<file path="src/rtl/usb_keyboard_report_rx.sv">
// HID boot keyboard report receiver: assembles 8-byte reports and diffs each
// accepted report against the previous one into a queue of press/release events.
module usb_keyboard_report_rx #(
  parameter int EVT_DEPTH = 16
) (
  input  logic       clk,
  input  logic       rst,
  input  logic [7:0] rx_data,
  input  logic       rx_valid,
  input  logic       rx_last,
  output logic [7:0] evt_code,
  output logic       evt_press,
  output logic       evt_valid,
  input  logic       evt_ready,
  output logic [7:0] modifiers,
  output logic       busy,
  output logic       report_err
);

  localparam int AW = $clog2(EVT_DEPTH);

  localparam logic [2:0] S_IDLE    = 3'd0;
  localparam logic [2:0] S_REL_MOD = 3'd1;
  localparam logic [2:0] S_REL_KEY = 3'd2;
  localparam logic [2:0] S_PRS_MOD = 3'd3;
  localparam logic [2:0] S_PRS_KEY = 3'd4;
  localparam logic [2:0] S_UPDATE  = 3'd5;

  function automatic logic [7:0] slot(input logic [47:0] keys, input logic [2:0] i);
    logic [7:0] r;
    r = 8'h00;
    for (int j = 0; j < 6; j++)
      if (i == 3'(j)) r = keys[8*j +: 8];
    return r;
  endfunction

  function automatic logic has_code(input logic [47:0] keys, input logic [7:0] code);
    logic r;
    r = 1'b0;
    for (int j = 0; j < 6; j++)
      if (keys[8*j +: 8] == code) r = 1'b1;
    return r;
  endfunction

  // True when the slot's code already appeared in a lower-numbered slot.
  function automatic logic dup_before(input logic [47:0] keys, input logic [2:0] i);
    logic       r;
    logic [7:0] c;
    r = 1'b0;
    c = slot(keys, i);
    for (int j = 0; j < 6; j++)
      if ((3'(j) < i) && (keys[8*j +: 8] == c)) r = 1'b1;
    return r;
  endfunction

  logic [3:0]  cnt_q;
  logic        bad_q;
  logic [7:0]  sh_q [0:6];
  logic        err_q, err_d;

  logic [2:0]  state_q;
  logic [2:0]  idx_q;
  logic [7:0]  new_mod_q, prev_mod_q;
  logic [47:0] new_key_q, prev_key_q;

  logic [8:0]  mem_q [0:EVT_DEPTH-1];
  logic [AW-1:0] wptr_q, rptr_q;
  logic [AW:0] fcnt_q;

  logic        pkt_end, pkt_good, rollover, start;
  logic [47:0] rx_keys;
  logic        step_push, step_press, last_step;
  logic [7:0]  step_code;
  logic        full, pop, push, stall;
  logic [8:0]  head;

  assign pkt_end  = rx_valid & rx_last;
  assign pkt_good = (cnt_q == 4'd7) & ~bad_q;
  assign rx_keys  = {rx_data, sh_q[6], sh_q[5], sh_q[4], sh_q[3], sh_q[2]};
  assign rollover = has_code(rx_keys, 8'h01);
  assign busy     = (state_q != S_IDLE);
  assign start    = pkt_end & pkt_good & ~rollover & ~busy;
  assign err_d    = pkt_end & (~pkt_good | (~rollover & busy));

  always_ff @(posedge clk or posedge rst) begin
    if (rst) begin
      cnt_q <= 4'd0;
      bad_q <= 1'b0;
      err_q <= 1'b0;
    end else begin
      err_q <= err_d;
      if (rx_valid) begin
        if (rx_last) begin
          cnt_q <= 4'd0;
          bad_q <= 1'b0;
        end else if (cnt_q == 4'd8) begin
          bad_q <= 1'b1;
        end else begin
          cnt_q <= cnt_q + 4'd1;
        end
      end
    end
  end

  // The eighth byte is always the rx_last byte of a good packet, so only 0..6 are buffered.
  always_ff @(posedge clk) begin
    if (rx_valid && !rx_last && (cnt_q < 4'd7))
      sh_q[cnt_q[2:0]] <= rx_data;
    if (start) begin
      new_mod_q <= sh_q[0];
      new_key_q <= rx_keys;
    end
  end

  always_comb begin
    step_push  = 1'b0;
    step_press = 1'b0;
    step_code  = 8'h00;
    last_step  = 1'b0;
    case (state_q)
      S_REL_MOD: begin
        step_code = 8'hE0 | {5'd0, idx_q};
        step_push = prev_mod_q[idx_q] & ~new_mod_q[idx_q];
        last_step = (idx_q == 3'd7);
      end
      S_REL_KEY: begin
        step_code = slot(prev_key_q, idx_q);
        step_push = (step_code != 8'h00) && !has_code(new_key_q, step_code) &&
                    !dup_before(prev_key_q, idx_q);
        last_step = (idx_q == 3'd5);
      end
      S_PRS_MOD: begin
        step_code  = 8'hE0 | {5'd0, idx_q};
        step_press = 1'b1;
        step_push  = ~prev_mod_q[idx_q] & new_mod_q[idx_q];
        last_step  = (idx_q == 3'd7);
      end
      S_PRS_KEY: begin
        step_code  = slot(new_key_q, idx_q);
        step_press = 1'b1;
        step_push  = (step_code != 8'h00) && !has_code(prev_key_q, step_code) &&
                     !dup_before(new_key_q, idx_q);
        last_step  = (idx_q == 3'd5);
      end
      default: ;
    endcase
  end

  assign evt_valid = (fcnt_q != '0);
  assign full      = (fcnt_q == (AW+1)'(EVT_DEPTH));
  assign pop       = evt_valid & evt_ready;
  assign push      = step_push & (~full | pop);
  assign stall     = step_push & ~push;

  always_ff @(posedge clk or posedge rst) begin
    if (rst) begin
      state_q    <= S_IDLE;
      idx_q      <= 3'd0;
      prev_mod_q <= 8'h00;
      prev_key_q <= 48'h0;
    end else begin
      case (state_q)
        S_IDLE: begin
          idx_q <= 3'd0;
          if (start) state_q <= S_REL_MOD;
        end
        S_UPDATE: begin
          prev_mod_q <= new_mod_q;
          prev_key_q <= new_key_q;
          state_q    <= S_IDLE;
        end
        default: begin
          if (!stall) begin
            if (last_step) begin
              idx_q   <= 3'd0;
              state_q <= state_q + 3'd1;
            end else begin
              idx_q <= idx_q + 3'd1;
            end
          end
        end
      endcase
    end
  end

  // Pointers wrap naturally because the depth is a power of two.
  always_ff @(posedge clk or posedge rst) begin
    if (rst) begin
      wptr_q <= '0;
      rptr_q <= '0;
      fcnt_q <= '0;
    end else begin
      if (push) wptr_q <= wptr_q + 1'b1;
      if (pop)  rptr_q <= rptr_q + 1'b1;
      case ({push, pop})
        2'b10:   fcnt_q <= fcnt_q + 1'b1;
        2'b01:   fcnt_q <= fcnt_q - 1'b1;
        default: fcnt_q <= fcnt_q;
      endcase
    end
  end

  always_ff @(posedge clk) begin
    if (push) mem_q[wptr_q] <= {step_press, step_code};
  end

  assign head       = mem_q[rptr_q];
  assign evt_code   = evt_valid ? head[7:0] : 8'h00;
  assign evt_press  = evt_valid ? head[8] : 1'b0;
  assign modifiers  = prev_mod_q;
  assign report_err = err_q;

endmodule

</file>
<file path="config.mk">
export PLATFORM = sky130hd
export DESIGN_NAME = usb_keyboard_report_rx
export DESIGN_NICKNAME = d
export VERILOG_FILES = /design/src/rtl/usb_keyboard_report_rx.sv
export SDC_FILE = /design/constraint.sdc
export NUM_CORES = 1
export LEC_CHECK = 0
export CAP_MARGIN = 30
export CORE_MARGIN = 5
export CORE_UTILIZATION = 49
export CTS_BUF_LIST = sky130_fd_sc_hd__clkbuf_4 sky130_fd_sc_hd__clkbuf_8
export DETAILED_ROUTE_END_ITERATION = 16
export PLACE_DENSITY = 0.73
export SKIP_CTS_REPAIR_TIMING = 1
export SKIP_LAST_GASP = 1
export SLEW_MARGIN = 20
export SYNTH_ARGS = -nofsm -noshare
export SYNTH_HDL_FRONTEND = slang
export SYNTH_SLANG_ARGS = --single-unit
</file>
<file path="constraint.sdc">
create_clock -name clk -period 9.9 [get_ports clk]
set_input_delay 1.98 -clock clk [delete_from_list [all_inputs] [get_ports clk]]
set_output_delay 1.98 -clock clk [all_outputs]
set_load 0.005 [all_outputs]
</file>
==> impl_metrics.tcl, run 1 <==
set metrics [dict create \
    dp.cells 1881 \
    num_rows 69 \
    overflow 0 \
    hold_depth 0 \
    syn_inst 1453 \
    start_util 0.499 \
    syn2layout_area_growth_pct 9.80 \
    grt_max_degree 77 \
    post-route-period-util 0.679 \
    drv_slew 0 \
    dp_hpwl_um 41500 \
    route.met2.wl_um 25400 \
    ys_warn_count 0 \
    async_flop_share 0.246 \
    fin_crit_ns 6.72 \
    finalHoldViolations 0 \
    slew_headroom 0.295 \
    yosysMostFrequentCell "edfxtp_1" \
    h-tree-depth 2 \
    rsz0062_at_grt "false" \
    tightest_slew_ns 1.06 \
    yosys.area_share.adder 0.0145 \
    dr_wl_met3_um 5260 \
    drt-met1-wl_um 23600 \
    tritoncts "yes" \
    worst_clock_skew_ns 0.0472 \
    ys_seq_elements 329 \
    hold_class "flip-flop to flip-flop" \
    cp_top_family "compound AO/OA/AOI/OAI gates" \
    fin_nets 1508 \
    critical_path_depth 22 \
    instances_no_fill 1978 \
    die_w_um 200 \
    cp.required_ns 10.39 \
    synth_area_sq_mm 0.0178 \
    critPathMaxStageDelay_ns 0.82 \
    worst-setup-path-type "flip-flop to flip-flop" \
    coreArea_sq_mm 0.0357 \
    path_buf_inv 5 \
    yosysTopAreaCell "edfxtp_1" \
    fp.dieArea_sq_mm 0.0402 \
    route.detailed.wl_per_inst_um 29.0 \
    cts_max_path_buffers 3 \
    status "completed" \
    port_buffers 32 \
    layout-drive-gt1-share 0.171 \
    synth-edff-count 248 \
    maxCapViolations 0 \
    yosys-top-cells-area "edfxtp_1, dfrtp_1, mux4_2, xnor2_1, mux2_2" \
    gp_congestion 1.04 \
    whs_endpoint "new_mod_q[6]" \
    leakagePower_nw 6.85 \
    ys_types 105 \
    crit_chain "inv_1, ha_1, buf_4, inv_1, o21ai_0, o211ai_2, buf_8, xor2_1, a2111o_1, nor4_1, a211o_1, o41ai_4, a21o_1, nor2_1, inv_1, fa_1, nor2b_1, o21ai_0, nand2b_1, nor2_1, a221oi_1, o2111ai_1" \
    antenna_found_initial 0 \
    r2r_slack_ns 3.18 \
    vdd_ir_drop_max_mv 0.128 \
    rr_endpoint "fcnt_q[4]" \
    grt_pass1_wl_um 85500 \
    ys_seq_area_frac 0.533 \
    timing.rr.start "idx_q[0]" \
    clock_tree.root_cell "clkbuf_8" \
    via_per_inst 6.62 \
    ant_nets 0 \
    power_density_mw_per_mm2 169 \
    syn_nets 1486 \
    grt_pass1_vias 12808 \
    avgSynthCellArea_sq_um 12.2 \
    end_kind "flip-flop" \
    synth_top_family_by_area "simple AND/OR/NAND/NOR gates" \
    final-setup-viol-count 0 \
    finalSetupTns_ns 0 \
    clock_latency_ns 0.64 \
    synth_common_cells "edfxtp_1, nand2_1, xnor2_1" \
    cts-buffers-inserted 52 \
    via_count 13103 \
    startpoint_type "flip-flop" \
    clock.fmax_mhz 149 \
    ios 33 \
    routed_wl_um 57400 \
    drt_iter0_drc 1657 \
    reg2reg_depth 22 \
    synth_compound_area_frac 0.122 \
    fp.dieH_um 200 \
    cpMostUsedCell "inv_1" \
    drc 0 \
    antenna_cells 0 \
    clock-sinks 329 \
    cp_max_fo 32 \
    yosysTopAreaCellShare 0.419 \
    synthSimpleGateAreaFrac 0.143 \
    crit_slowest_cell "dfrtp_2" \
    whs_ns 0.417 \
    synth-main-ff-cell "edfxtp_1" \
    top_layer "met4" \
    synth_mux_area_frac 0.0925 \
    worst_ep_arrival_time_ns 7.20 \
    hp-start "sh_q[0][6]" \
    grt_usage 0.281 \
    dr.pass1.iters 6 \
    clk_pin_slew_ns 0.06 \
    synth_xor_area_frac 0.0576 \
]
==> cells by family (layout without fill, tap and decap cells) <==
group / Yosys count / count (layout)
buffers and inverters: 143 / 207
multiplexers: 100 / 100
AO/OA/AOI/OAI: 297 / 297
adder cells (fa/ha/maj): 20 / 20
AND/OR/NAND/NOR: 447 / 447
flip-flops: 329 / 329
XOR/XNOR: 117 / 117
==> area by class of cell <==
cell class | count | area, sq um
Multi-Input combinational cell | 981 | 7650
Sequential cell | 329 | 9480
Tap cell | 461 | 577
Fill cell | 2930 | 16100
Clock buffer | 78 | 911
Timing Repair Buffer | 56 | 526
Clock inverter | 18 | 169
Inverter | 55 | 208
==> worst register-to-register path: stages (launching register included) <==
cell       delay [ns]
dfrtp_2          0.82
inv_1            0.31
ha_1             0.27
buf_4            0.23
inv_1            0.51
o21ai_0          0.38
o211ai_2         0.61
buf_8            0.23
xor2_1           0.08
a2111o_1         0.42
nor4_1           0.42
a211o_1          0.24
o41ai_4          0.12
a21o_1           0.29
nor2_1           0.33
inv_1            0.10
fa_1             0.41
nor2b_1          0.14
o21ai_0          0.09
nand2b_1         0.15
nor2_1           0.06
a221oi_1         0.24
o2111ai_1        0.15
==> through the flow <==
step | total power, mW | util | instance area [sq um] | setup WS (ns)
2_1_floorplan | 1.96 | - | 17800 | 5.05
3_3_place_gp | 2.12 | 0.515 | 18400 | 3.11
3_5_place_dp | 2.12 | 0.517 | 18400 | 3.26
4_1_cts | 3.30 | 0.547 | 19500 | 3.30
5_1_grt | 3.42 | 0.547 | 19500 | 2.85
6_report | 3.29 | 0.547 | 19500 | 3.18
==> metal layers <==
metal,vias up,GRT usage
met5,-,0
met4,0,0.133
met3,176,0.0525
met2,733,0.424
met1,6524,0.395
li1,5670,-
==> report_power, final <==
group	total (mW)	switching (mW)	internal [mW]
clock network	1.18	0.533	0.648
logic	0.565	0.376	0.189
registers	1.55	0.0325	1.52
total	3.29	0.942	2.35
==> how the worst max path moves through the flow <==
stage / startpoint / to / slack, ns
global route: idx_q[0] / fcnt_q[4] / 2.85
floorplan: idx_q[0] / fcnt_q[4] / 5.05
CTS: idx_q[0] / fcnt_q[4] / 3.30
finish: idx_q[0] / fcnt_q[4] / 3.18
detailed placement: idx_q[0] / fcnt_q[4] / 3.26
global placement: idx_q[0] / fcnt_q[4] / 3.11
==> state kept, by name, indices dropped and copies added, names as in the netlist <==
| signal | cells |
|---|---|
| idx_q | 3 |
| report_err | 1 |
| fcnt_q | 5 |
| new_mod_q | 8 |
| sh_q | 48 |
| modifiers | 8 |
| rptr_q | 4 |
| cnt_q | 4 |
| prev_key_q | 48 |
| state_q | 3 |
| wptr_q | 4 |
| bad_q | 1 |
| mem_q | 144 |
| new_key_q | 48 |
==> placed cells by master (no fill, tap or decap), types with 9 or more instances in the layout <==
master and n:
a2111oi_0 10, a21oi_1 68, and2_1 20, and3_1 38
and3b_1 13, buf_4 21, clkbuf_4 26, clkbuf_8 52
clkdlybuf4s50_1 32, dfrtp_1 77, edfxtp_1 248, ha_1 19
inv_1 53, mux2_2 41, mux2i_1 10, mux4_2 47
nand2_1 96, nand3_1 55, nand3b_1 9, nand4_1 33
nand4b_1 25, nor2_1 37, nor2b_1 10, nor3_1 38
nor4_1 18, nor4b_1 10, o211ai_1 10, o21ai_0 63
xnor2_1 84, xor2_1 33
No activity file was read; power rests on OpenSTA's default activity.
==> run 2: changes to the inputs <==
==> constraint.sdc (replaced) <==
create_clock -name clk -period 6.4 [get_ports clk]
set_input_delay 1.28 -clock clk [delete_from_list [all_inputs] [get_ports clk]]
set_output_delay 1.28 -clock clk [all_outputs]
set_load 0.005 [all_outputs]
==> run 2 against run 1 <==
Net effect:
- die area unchanged
- sequential power increased by 54%
- global-route usage up 0.24 points
- utilization grew 0.30 points
- highest routed layer is now met5
- sequential share of layout area decreased by 0.26 points
- largest power group unchanged
- design area increased by 0.54%
- first-iteration DRC count rose by 8.3%
- critical endpoint unchanged
==> impl_metrics.tcl, run 2 (synthesized netlist as in run 1, its figures left out) <==
set metrics [dict create \
    rsz0062_at_grt "false" \
    overflow 0 \
    ant_nets 0 \
    grt_max_degree 63 \
    cts_max_path_buffers 3 \
    end_kind "flip-flop" \
    syn2layout_area_growth_pct 10.4 \
    cts-buffers-inserted 54 \
    power_frac_clock 0.355 \
    finalSetupTns_ns 0 \
    cp_max_fo 31 \
    clk_pin_slew_ns 0.06 \
    route.detailed.wl_per_inst_um 29.3 \
    drv_slew 0 \
    drt_iter0_drc 1794 \
    clock_latency_ns 0.65 \
    power_frac_seq 0.464 \
    status "completed" \
    die_w_um 200 \
    p_sw_frac 0.291 \
    clock.fmax_mhz 160 \
    pre_cts_ws_ns 0.437 \
    crit_chain "buf_4, a21oi_2, o21ai_1, o221ai_1, o21ai_0, a2111oi_0, nand4_1, o311ai_1, nor3_2, buf_4, a21o_1, nor2_1, ha_1, nor2b_1, o21ai_0, nand2b_1, and3_1, a221oi_1, o2111ai_1" \
    h-tree-depth 2 \
    largest_reg_flops 144 \
    largest_register "mem_q" \
    critPathMaxStageDelay_ns 0.88 \
    clock-sinks 329 \
    worst_clock_skew_ns 0.0508 \
    dr.pass1.iters 6 \
    antenna_found_initial 1 \
    hold_class "flip-flop to flip-flop" \
    place_area_sq_mm 0.0185 \
    final_cell_mix "edfxtp_1, nand2_1, xnor2_1, dfrtp_1, a21oi_1" \
    via_count 13190 \
    fin_crit_ns 6.24 \
    vdd_ir_drop_max_mv 0.205 \
    port_buffers 32 \
    fp.dieH_um 200 \
    post-route-period-util 0.975 \
    ios 33 \
    maxCapViolations 0 \
    routed_wl_um 58500 \
    cp.required_ns 6.90 \
    tritoncts "yes" \
    dp_hpwl_um 42500 \
    grt_pass1_vias 12907 \
    final-setup-viol-count 0 \
    clock_tree.root_cell "clkbuf_8" \
    grt_usage 0.283 \
    gp_congestion 1.02 \
    start_util 0.499 \
    leakagePower_nw 7.19 \
    combPwrFrac 0.181 \
    antenna_cells 0 \
    startpoint_type "flip-flop" \
    fin_nets 1526 \
    worst-setup-path-type "flip-flop to flip-flop" \
    final_common_cell "edfxtp_1" \
    tightest_slew_ns 1.09 \
    finalHoldViolations 0 \
    stdcell_area_sq_mm 0.0196 \
    crit_slowest_cell "a21oi_2" \
    fp.dieArea_sq_mm 0.0402 \
    coreArea_sq_mm 0.0357 \
    layout-drive-gt1-share 0.178 \
    via_per_inst 6.60 \
    drc 0 \
    grt_pass1_wl_um 86000 \
    final_core_util 0.550 \
    num_rows 69 \
    setup_ws_ns 0.158 \
    p_int_mw 3.63 \
    fillers 2945 \
    power_density_mw_per_mm2 261 \
    p_switching_mw 1.49 \
    worst_ep_arrival_time_ns 6.75 \
    slew_headroom 0.276 \
]
[run 2: metrics by stage]
| step | hold slack (ns) | total power [mW] | std cells |
|---|---|---|---|
| 2_1_floorplan | 0.400 | 3.03 | 1453 |
| 3_3_place_gp | 0.400 | 3.31 | 1893 |
| 3_5_place_dp | 0.405 | 3.31 | 1896 |
| 4_1_cts | 0.415 | 5.12 | 1995 |
| 5_1_grt | 0.420 | 5.30 | 1997 |
| 6_report | 0.414 | 5.12 | 1997 |
[run 2: layout make-up]
class | count | area [sq um] | share of cell area
timing repair buffer | 72 | 653 | 0.0333
inverter | 55 | 208 | 0.0106
tap | 461 | 577 | 0.0294
sequential | 329 | 9480 | 0.483
clock inverter | 23 | 144 | 0.00733
clock buffer | 76 | 921 | 0.0469
multi-input combinational | 981 | 7640 | 0.390
[run 2: final timing paths]
path | from | endpoint | slack (ns) | depth (start not counted)
min in group asynchronous | rst | prev_key_q[46] | 1.10 | 2
worst min-delay path | sh_q[0][5] | new_mod_q[5] | 0.41 | 0
worst max register to register | idx_q[1] | fcnt_q[4] | 0.16 | 19
max in group asynchronous | rst | prev_key_q[8] | 4.22 | 3
worst min register to register | sh_q[0][5] | new_mod_q[5] | 0.41 | 0
worst max-delay path | idx_q[1] | fcnt_q[4] | 0.16 | 19
[run 2: critical path, delay by kind of cell, from the launching register on]
kind	cells	cell delay, ns
adders and majority gates	1	0.33
buffers and inverters	2	0.41
DFF	1	0.40
AOI/OAI and AO/OA	10	3.86
and+or+nand+nor	6	1.09
[run 2: power groups by stage]
| stage | sequential [mW] | clock, mW | combinational, mW |
|---|---|---|---|
| 4_1_cts | 2.37 | 1.85 | 0.892 |
| 3_5_place_dp | 2.42 | 0 | 0.890 |
| 6_report | 2.38 | 1.82 | 0.927 |
| 5_1_grt | 2.38 | 1.96 | 0.966 |
| 2_1_floorplan | 2.41 | 0 | 0.628 |
| 3_3_place_gp | 2.42 | 0 | 0.892 |
[run 2: routing by layer]
metal | wire (um) | vias to the layer above | track usage | part of all wire
met4 | 2550 | 2 | 0.106 | 0.044
li1 | - | 5710 | - | -
met1 | 24000 | 6550 | 0.397 | 0.41
met2 | 26400 | 771 | 0.437 | 0.45
met3 | 5560 | 157 | 0.0620 | 0.095
met5 | 13 | - | 0 | 0.00022
==> run 3: changes to the inputs <==
--- a/config.mk
+++ b/config.mk
@@ -7,10 +7,10 @@
 export LEC_CHECK = 0
 export CAP_MARGIN = 30
 export CORE_MARGIN = 5
-export CORE_UTILIZATION = 49
-export CTS_BUF_LIST = sky130_fd_sc_hd__clkbuf_4 sky130_fd_sc_hd__clkbuf_8
+export CORE_UTILIZATION = 65
+export CTS_BUF_LIST = sky130_fd_sc_hd__clkbuf_4
 export DETAILED_ROUTE_END_ITERATION = 16
-export PLACE_DENSITY = 0.73
+export PLACE_DENSITY = 0.91
 export SKIP_CTS_REPAIR_TIMING = 1
 export SKIP_LAST_GASP = 1
 export SLEW_MARGIN = 20
==> run 3 against run 2 <==
Net effect:
- highest routed layer is now met4
- cell count fell by 3.7%
- largest power group unchanged
- sequential power barely moved
- utilization rose by 17 points
==> impl_metrics.tcl, run 3 (synthesized netlist as in run 1, its figures left out) <==
set metrics [dict create \
    status "completed" \
    place_area_sq_mm 0.0184 \
    grt_pass1_vias 13819 \
    critPathMaxStageDelay_ns 0.60 \
    dr.pass1.iters 6 \
    cp.required_ns 6.96 \
    ant_nets 0 \
    clock-sinks 329 \
    stdcell_area_sq_mm 0.0195 \
    maxCapViolations 0 \
    via_count 14188 \
    coreArea_sq_mm 0.0270 \
    rr_endpoint "fcnt_q[4]" \
    worst_ep_arrival_time_ns 6.76 \
    critical_path_depth 20 \
    dp_hpwl_um 45200 \
    final-setup-viol-count 0 \
    clock_latency_ns 0.76 \
    tritoncts "yes" \
    hp-start "sh_q[2][3]" \
    worst-setup-path-type "flip-flop to flip-flop" \
    num_rows 60 \
    grt_pass1_wl_um 91400 \
    power_frac_seq 0.467 \
    layout-drive-gt1-share 0.198 \
    start_util 0.660 \
    via_per_inst 7.37 \
    grt_usage 0.407 \
    crit_slowest_cell "nor4_1" \
    rsz0062_at_grt "false" \
    clock_tree.root_cell "clkbuf_4" \
    drv_slew 0 \
    fp.dieArea_sq_mm 0.0308 \
    finalSetupTns_ns 0 \
    power_frac_clock 0.346 \
    route.detailed.wl_per_inst_um 32.6 \
    combPwrFrac 0.186 \
    grt_max_degree 71 \
    cp_max_fo 43 \
    fp.dieH_um 175 \
    end_kind "flip-flop" \
    finalHoldViolations 0 \
    drt_iter0_drc 2528 \
    die_w_um 175 \
    crit_start "idx_q[1]" \
    reg2reg_depth 20 \
    clock.fmax_mhz 161 \
    drc 0 \
    cpMostUsedCell "nor2_1" \
    p_sw_frac 0.303 \
    largest_reg_flops 144 \
    cts-buffers-inserted 79 \
    clk_pin_slew_ns 0.08 \
    tightest_slew_ns 0.935 \
    routed_wl_um 62800 \
    startpoint_type "flip-flop" \
    hold_depth 0 \
    p_int_mw 3.56 \
    gp_congestion 1.07 \
    overflow 0 \
    cp_top_family "simple AND/OR/NAND/NOR gates" \
    fillers 1728 \
    post-route-period-util 0.969 \
    fin_nets 1554 \
    timing.rr.start "idx_q[1]" \
    h-tree-depth 3 \
    crit_end "fcnt_q[4]" \
    path_buf_inv 3 \
    cts_max_path_buffers 3 \
    worst_clock_skew_ns 0.0598 \
    largest_register "mem_q" \
    leakagePower_nw 7.24 \
    fin_crit_ns 6.20 \
    final_cell_mix "edfxtp_1, clkbuf_4, nand2_1, xnor2_1, dfrtp_1" \
    crit_chain "buf_12, nand2b_2, buf_4, a311oi_1, o21a_1, nand2_1, xor2_1, nor4_1, a211o_1, o41ai_4, a21o_1, nor2_1, inv_1, fa_1, nor2b_1, o21ai_0, nand2b_1, nor2_1, a221oi_1, o2111ai_1" \
    ios 33 \
    r2r_slack_ns 0.20 \
    p_switching_mw 1.55 \
    final_common_cell "edfxtp_1" \
    multi_input_area_sq_mm 0.00764 \
    syn2layout_area_growth_pct 9.55 \
    slew_headroom 0.375 \
    port_buffers 32 \
    antenna_found_initial 1 \
    vdd_ir_drop_max_mv 0.255 \
    hold_class "flip-flop to flip-flop" \
    seq_area_sq_mm 0.00948 \
    power_density_mw_per_mm2 262 \
]
-- run 3: changes by cell type in the layout (fill, tap and decap cells not counted), moves of 2 or more --
| cell | previous run | this run |
|---|---|---|
| clkbuf_8 | 56 | 0 |
| diode_2 | 0 | 2 |
| clkinv_1 | 10 | 15 |
| clkinv_2 | 10 | 2 |
| clkinv_4 | 0 | 2 |
| clkbuf_4 | 20 | 121 |
-- run 3: final cells by class --
| type | instances | area share |
|---|---|---|
| sequential | 329 | 0.487 |
| multi-input combinational | 981 | 0.392 |
| antenna | 2 | 0.000257 |
| inverter | 55 | 0.0107 |
| tap | 341 | 0.0219 |
| clock inverter | 21 | 0.00642 |
| timing repair buffer | 75 | 0.0356 |
| clock buffer | 120 | 0.0463 |
-- run 3: how the worst min path moves through the flow --
| stage | slack [ns] | endpoint |
|---|---|---|
| CTS | 0.42 | new_mod_q[3] |
| detailed placement | 0.41 | new_mod_q[3] |
| global placement | 0.40 | new_mod_q[0] |
| floorplan | 0.40 | new_mod_q[0] |
| global route | 0.44 | new_mod_q[0] |
| finish | 0.42 | new_key_q[3] |
-- run 3: worst register-to-register path: stages (launching register included) --
cell and delay (ns):
dfrtp_2 0.59, buf_12 0.27, nand2b_2 0.41, buf_4 0.31, a311oi_1 0.35, o21a_1 0.44, nand2_1 0.42, xor2_1 0.26
nor4_1 0.60, a211o_1 0.28, o41ai_4 0.14, a21o_1 0.20, nor2_1 0.31, inv_1 0.11, fa_1 0.43, nor2b_1 0.14
o21ai_0 0.10, nand2b_1 0.14, nor2_1 0.05, a221oi_1 0.31, o2111ai_1 0.16
-- run 3: per-layer routing --
layer / GRT usage / part of all wire / vias up
met5: 0 / 0 / -
met4: 0.180 / 0.054 / 0
met3: 0.134 / 0.14 / 260
met2: 0.598 / 0.43 / 1199
met1: 0.560 / 0.37 / 6925
li1: - / - / 5804
-- run 3: power groups by stage --
stage	combinational, mW	sequential [mW]	clock (mW)
floorplan	0.628	2.41	0
global placement	0.878	2.43	0
detailed placement	0.890	2.43	0
CTS	0.899	2.38	1.78
global route	0.975	2.39	1.91
finish	0.953	2.39	1.77
-- run 3: through the flow --
step | hold WS, ns | std cells | setup slack (ns) | power (mW) | utilization
floorplan | 0.400 | 1453 | 1.55 | 3.03 | -
global placement | 0.401 | 1774 | 0.544 | 3.30 | 0.681
detailed placement | 0.405 | 1778 | 0.568 | 3.32 | 0.683
CTS | 0.419 | 1919 | 0.431 | 5.06 | 0.721
global route | 0.439 | 1923 | 0.0455 | 5.27 | 0.723
finish | 0.419 | 1924 | 0.201 | 5.11 | 0.723
